--- src/rtl/multimode_flipflop_bank.sv ---
// multimode_flipflop_bank
//
// Bank of WIDTH independent flip-flop channels sharing one operating mode
// (SR, JK, D or T). A registered copy of the requested mode is kept, and the
// edge on which that copy changes is a "switch" edge: no channel updates on
// it, and MODE_BUSY is high for the following cycle. Illegal SR inputs
// (S=R=1) set a sticky per-channel error flag. A saturating counter
// accumulates the number of Q bits that changed on each update edge.
//
// Ports
//   Clk        in   rising-edge clock
//   Reset_L    in   asynchronous active-low reset
//   E          in   update enable (0 = all channels hold)
//   MODE[1:0]  in   requested mode: 00 SR, 01 JK, 10 D, 11 T
//   A[W-1:0]   in   per-channel S / J / D / T input
//   B[W-1:0]   in   per-channel R / K input (ignored in D and T)
//   CLR_ERR    in   synchronous clear of ERR (a coincident new error wins)
//   Q[W-1:0]   out  flip-flop state (registered)
//   Q_L[W-1:0] out  ~Q (combinational)
//   ERR[W-1:0] out  sticky illegal-SR flags (registered)
//   TOG_CNT    out  saturating count of Q bit transitions (registered)
//   MODE_BUSY  out  high for the cycle after a mode switch (registered)
module multimode_flipflop_bank #(
    parameter int WIDTH = 4,
    parameter int CNT_W = 8
) (
    input  logic             Clk,
    input  logic             Reset_L,
    input  logic             E,
    input  logic [1:0]       MODE,
    input  logic [WIDTH-1:0] A,
    input  logic [WIDTH-1:0] B,
    input  logic             CLR_ERR,
    output logic [WIDTH-1:0] Q,
    output logic [WIDTH-1:0] Q_L,
    output logic [WIDTH-1:0] ERR,
    output logic [CNT_W-1:0] TOG_CNT,
    output logic             MODE_BUSY
);

    localparam int PC_W  = $clog2(WIDTH + 1);
    localparam int SUM_W = ((CNT_W > PC_W) ? CNT_W : PC_W) + 1;
    localparam logic [CNT_W-1:0] CNT_MAX = '1;

    typedef enum logic [1:0] {
        MODE_SR = 2'b00,
        MODE_JK = 2'b01,
        MODE_D  = 2'b10,
        MODE_T  = 2'b11
    } mode_t;

    mode_t            mode_q, mode_d;
    logic [WIDTH-1:0] q_q, q_d;
    logic [WIDTH-1:0] err_q, err_d;
    logic [CNT_W-1:0] cnt_q, cnt_d;
    logic             busy_q, busy_d;

    logic             switch_w;
    logic             upd_w;
    logic [WIDTH-1:0] q_next_w;
    logic [WIDTH-1:0] illegal_w;

    function automatic logic [PC_W-1:0] popcount(input logic [WIDTH-1:0] v);
        logic [PC_W-1:0] c;
        c = '0;
        for (int i = 0; i < WIDTH; i++) begin
            c = c + PC_W'(v[i]);
        end
        return c;
    endfunction

    // Sum is formed one bit wider than either operand so the overflow
    // compare is exact even when the popcount is wider than the counter.
    function automatic logic [CNT_W-1:0] sat_add(input logic [CNT_W-1:0] a,
                                                 input logic [PC_W-1:0]  b);
        logic [SUM_W-1:0] sum;
        sum = SUM_W'(a) + SUM_W'(b);
        if (sum > SUM_W'(CNT_MAX)) begin
            return CNT_MAX;
        end
        return sum[CNT_W-1:0];
    endfunction

    always_comb begin
        mode_d    = mode_t'(MODE);
        switch_w  = (mode_t'(MODE) != mode_q);
        busy_d    = switch_w;
        upd_w     = E && !switch_w;
        q_next_w  = q_q;
        illegal_w = '0;

        case (mode_q)
            // S=R=0 and S=R=1 both hold; 10 sets, 01 resets.
            MODE_SR: begin
                q_next_w  = (q_q & ~(A ^ B)) | (A & ~B);
                illegal_w = A & B;
            end
            MODE_JK: q_next_w = (A & ~q_q) | (~B & q_q);
            MODE_D:  q_next_w = A;
            MODE_T:  q_next_w = q_q ^ A;
            default: q_next_w = q_q;
        endcase

        q_d   = upd_w ? q_next_w : q_q;
        cnt_d = upd_w ? sat_add(cnt_q, popcount(q_next_w ^ q_q)) : cnt_q;

        // Clear first, then OR in new errors so a coincident error wins.
        err_d = CLR_ERR ? '0 : err_q;
        if (upd_w) begin
            err_d = err_d | illegal_w;
        end
    end

    always_ff @(posedge Clk or negedge Reset_L) begin
        if (!Reset_L) begin
            mode_q <= MODE_SR;
            q_q    <= '0;
            err_q  <= '0;
            cnt_q  <= '0;
            busy_q <= 1'b0;
        end else begin
            mode_q <= mode_d;
            q_q    <= q_d;
            err_q  <= err_d;
            cnt_q  <= cnt_d;
            busy_q <= busy_d;
        end
    end

    assign Q         = q_q;
    assign Q_L       = ~q_q;
    assign ERR       = err_q;
    assign TOG_CNT   = cnt_q;
    assign MODE_BUSY = busy_q;

endmodule

--- config.mk ---
export PLATFORM = sky130hd
export DESIGN_NAME = multimode_flipflop_bank
export DESIGN_NICKNAME = d
export VERILOG_FILES = /design/src/rtl/multimode_flipflop_bank.sv
export SDC_FILE = /design/constraint.sdc
export NUM_CORES = 1
export LEC_CHECK = 0
export ABC_AREA = 1
export BUFFER_PORTS_ARGS = -buffer_cell sky130_fd_sc_hd__buf_2
export CORE_MARGIN = 4
export CORE_UTILIZATION = 53
export DETAILED_ROUTE_END_ITERATION = 10
export HOLD_SLACK_MARGIN = 0.15
export PLACE_DENSITY = 0.81
export REMOVE_ABC_BUFFERS = 1
export SLEW_MARGIN = 20
export SYNTH_ARGS = -nofsm -noshare
export SYNTH_HDL_FRONTEND = slang
export SYNTH_SLANG_ARGS = --single-unit
--- constraint.sdc ---
create_clock -name Clk -period 3.5 [get_ports Clk]
set_input_delay 0.35 -clock Clk [delete_from_list [all_inputs] [get_ports Clk]]
set_output_delay 0.35 -clock Clk [all_outputs]
set_load 0.01 [all_outputs]
==> reports/results.ini <==
[drt]
via_per_inst = 4.90
drt_pass1_iterations = 4
initialDrtViolationCount = 43
avgRoutedWirePerCell_um = 11.5
totalWireLength_um = 3010
via_count_of_the_routed_design = 1278
routed_antenna_nets = 0
drc = 0

[layout]
synthToLayoutAreaGrowth_pct = 16.2
layout_commonest_cell = nand2_1
post_route_cells_drive_above_1_share_pct = 21.6
number_of_diodes_added_for_antenna_fixing = 0
fillerInstances = 236
layout_common_cells = 71 x nand2_1, 34 x buf_2, 30 x inv_1
utilization_pct = 65.9
final_stage_net_count = 258
post-route-cell-area_sq_mm = 0.00166

[hold_path]
worst_hold_startpoint = MODE[0]
min-delay-path-class = in2reg

[critical_path]
cp-end-kind = register
worst_path_max_delay_cell = fa_1
setup.worst_path.start = mode_q[0]
critical-path-top-cell-by-count = nand2_1
crit_arrival_ps = 3440
critical_path.reg2reg.startpoint = mode_q[0]
cp_slowest_stage_delay_ps = 520
timing_worst_setup_path_type = reg2reg
crit_chain = inv_1 > nor2_2 > nand3_1 > nand3_1 > nand2_1 > nand2_1 > nand2_1 > fa_1 > inv_1 > fa_1 > fa_1 > nand2_1 > inv_1 > nand3_2 > o21ai_0 > nand2_1 > nand2_1
startpoint_type = register
cp_max_fo = 7
critPathRequiredTime_ps = 3690

[place]
gpl.final_weighted_congestion = 0.899
placed_area_sq_mm = 0.00161
io_buffers = 34
dp.final_hpwl_um = 2330

[clocking]
insertion_delay_ps = 300
cts_buffer_depth = 2
cts_num_sinks = 19
tritoncts = yes
clk_root_buffer_cell = clkbuf_4
cts_max_level = 1
worst_setup_hold_path_clk_slew_ps = 120
cts_buffers = 3

[global_routing]
grt_pass1_vias = 1156
groute.layer.met1.usage_pct = 25.3
gr-usage-met2_pct = 29.3
grt-busiest-layer = met2
largest_net_degree_at_the_start_of_global_routing = 20
track_usage_pct = 18.1
antenna_found_initial = 0
grt_pass1_wl_um = 5050
grt_remaining_overflow = 0
global_route.usage.met3_pct = 2.59

[timing]
sum_of_negative_setup_slack_ps = 0
finalHoldViolations = 0
count_of_endpoints_failing_setup_in_the_final_report = 0
timing_worst_slew_pin_value_ps = 432
clock.fmax_mhz = 308
clock_skew_ps = 6.80
period_share_pct = 92.7
fin_crit_ps = 3240
slew_headroom_pct = 71.2
slew_violations = 0

[synthesis]
mappedNetlistArea_sq_mm = 0.00143
post-synth-top-area-cell = dfrtp_1
yosys.cell_types.count = 21
synth.top_cells.by_area = dfrtp_1 33%, nand2_1 19%, nand3_1 8.0%
synth_largest_type_area_fraction_pct = 33.2
synthesis.area_per_instance_sq_um = 7.37
ys_seq_elements = 19
seq_area_frac_synth_pct = 33.2
synth_cells = 194
yosysWarningCount = 0

[status]
status = completed

[floorplanning]
die_w_um = 59.9
std_cell_rows = 18
fp.dieH_um = 59.9
initial_utilization_pct = 56.7
dieArea_sq_mm = 0.00359
io_pins = 35
fp.coreArea_sq_mm = 0.00252

[power_and_ir_drop]
power_leakage_uw = 0.000963
worst_ir_drop_vdd_mv = 0.388
post-layout-total-power_uw = 927
power_density_mw_per_mm2 = 558

[job]
cap_violations = 0

## path summary, 6_finish.rpt
kind	slack [ps]	depth (start not counted)	to
setup / recovery	260	17	TOG_CNT[2]
hold / removal	220	1	mode_q[0]
setup reg to reg	260	17	TOG_CNT[2]
hold reg to reg	520	2	TOG_CNT[6]
max in group asynchronous	2660	2	mode_q[1]
min in group asynchronous	510	2	Q[3]
## flip-flops by register name, indices dropped and copies added, names as in the netlist
| name | flops |
|---|---|
| mode_q | 2 |
| TOG_CNT | 8 |
| ERR | 4 |
| MODE_BUSY | 1 |
| Q | 4 |
## power by group
group	internal [uW]	leakage (uW)	switching, uW	total (uW)
clock	42.5	0.0000177	69.5	112
sequential	272	0.000243	68.9	341
combinational	192	0.000703	282	474
total	506	0.000963	420	927
## layout make-up
type	count	area, sq um	area share (%)
multi-input combinational	140	807	48.6
inverter	31	116	7.00
tap	30	37.5	2.26
sequential	19	478	28.8
clock buffer	3	22.5	1.36
clock inverter	1	5.00	0.301
timing repair buffer	37	195	11.7
## logic make-up after synthesis
kind of cell | count (synthesis) | share of synthesized area [%]
buffers and inverters | 35 | 10.8
AOI/OAI and AO/OA | 18 | 6.30
and+or+nand+nor | 106 | 32.5
adders and majority gates | 12 | 12.1
DFF | 19 | 33.2
xor gates and xnor gates | 4 | 5.07
## synth_stat cells, drive strengths merged
cell	n
ha	9
dfrtp	19
o21ai	13
nand4	1
fa	3
a21oi	5
nand3	25
nor3	1
nor2	8
xor2	1
nand2	71
inv	31
buf	4
xnor2	3
## routing by layer
layer	part of all wire [%]	vias to the layer above	routed length [um]
met5	0	-	0
met4	1.1	0	34
met3	4.7	4	142
met2	47	30	1410
met1	47	570	1430
li1	-	674	-
## critical path, delay by kind of cell, from the launching register on
family | cells | cell delay (ps)
and+or+nand+nor | 10 | 950
DFF | 1 | 460
adders and majority gates | 3 | 1370
AOI/OAI and AO/OA | 1 | 110
buffers and inverters | 3 | 280
## what timing repair did
action,4_1_cts,5_1_grt
hold buffers,1,0
gates resized for setup,0,4
setup endpoints to repair,0,7
setup buffers,0,1
hold endpoints to repair,19,0
## per-stage QoR
stage	cells	setup slack, ps	hold WS (ps)
2_1_floorplan	190	453	54.4
3_3_place_gp	255	192	321
3_5_place_dp	255	98.0	317
4_1_cts	260	81.3	220
5_1_grt	261	-18.9	205
6_report	261	255	222
Note: power is estimated with default switching activity, not from simulation.
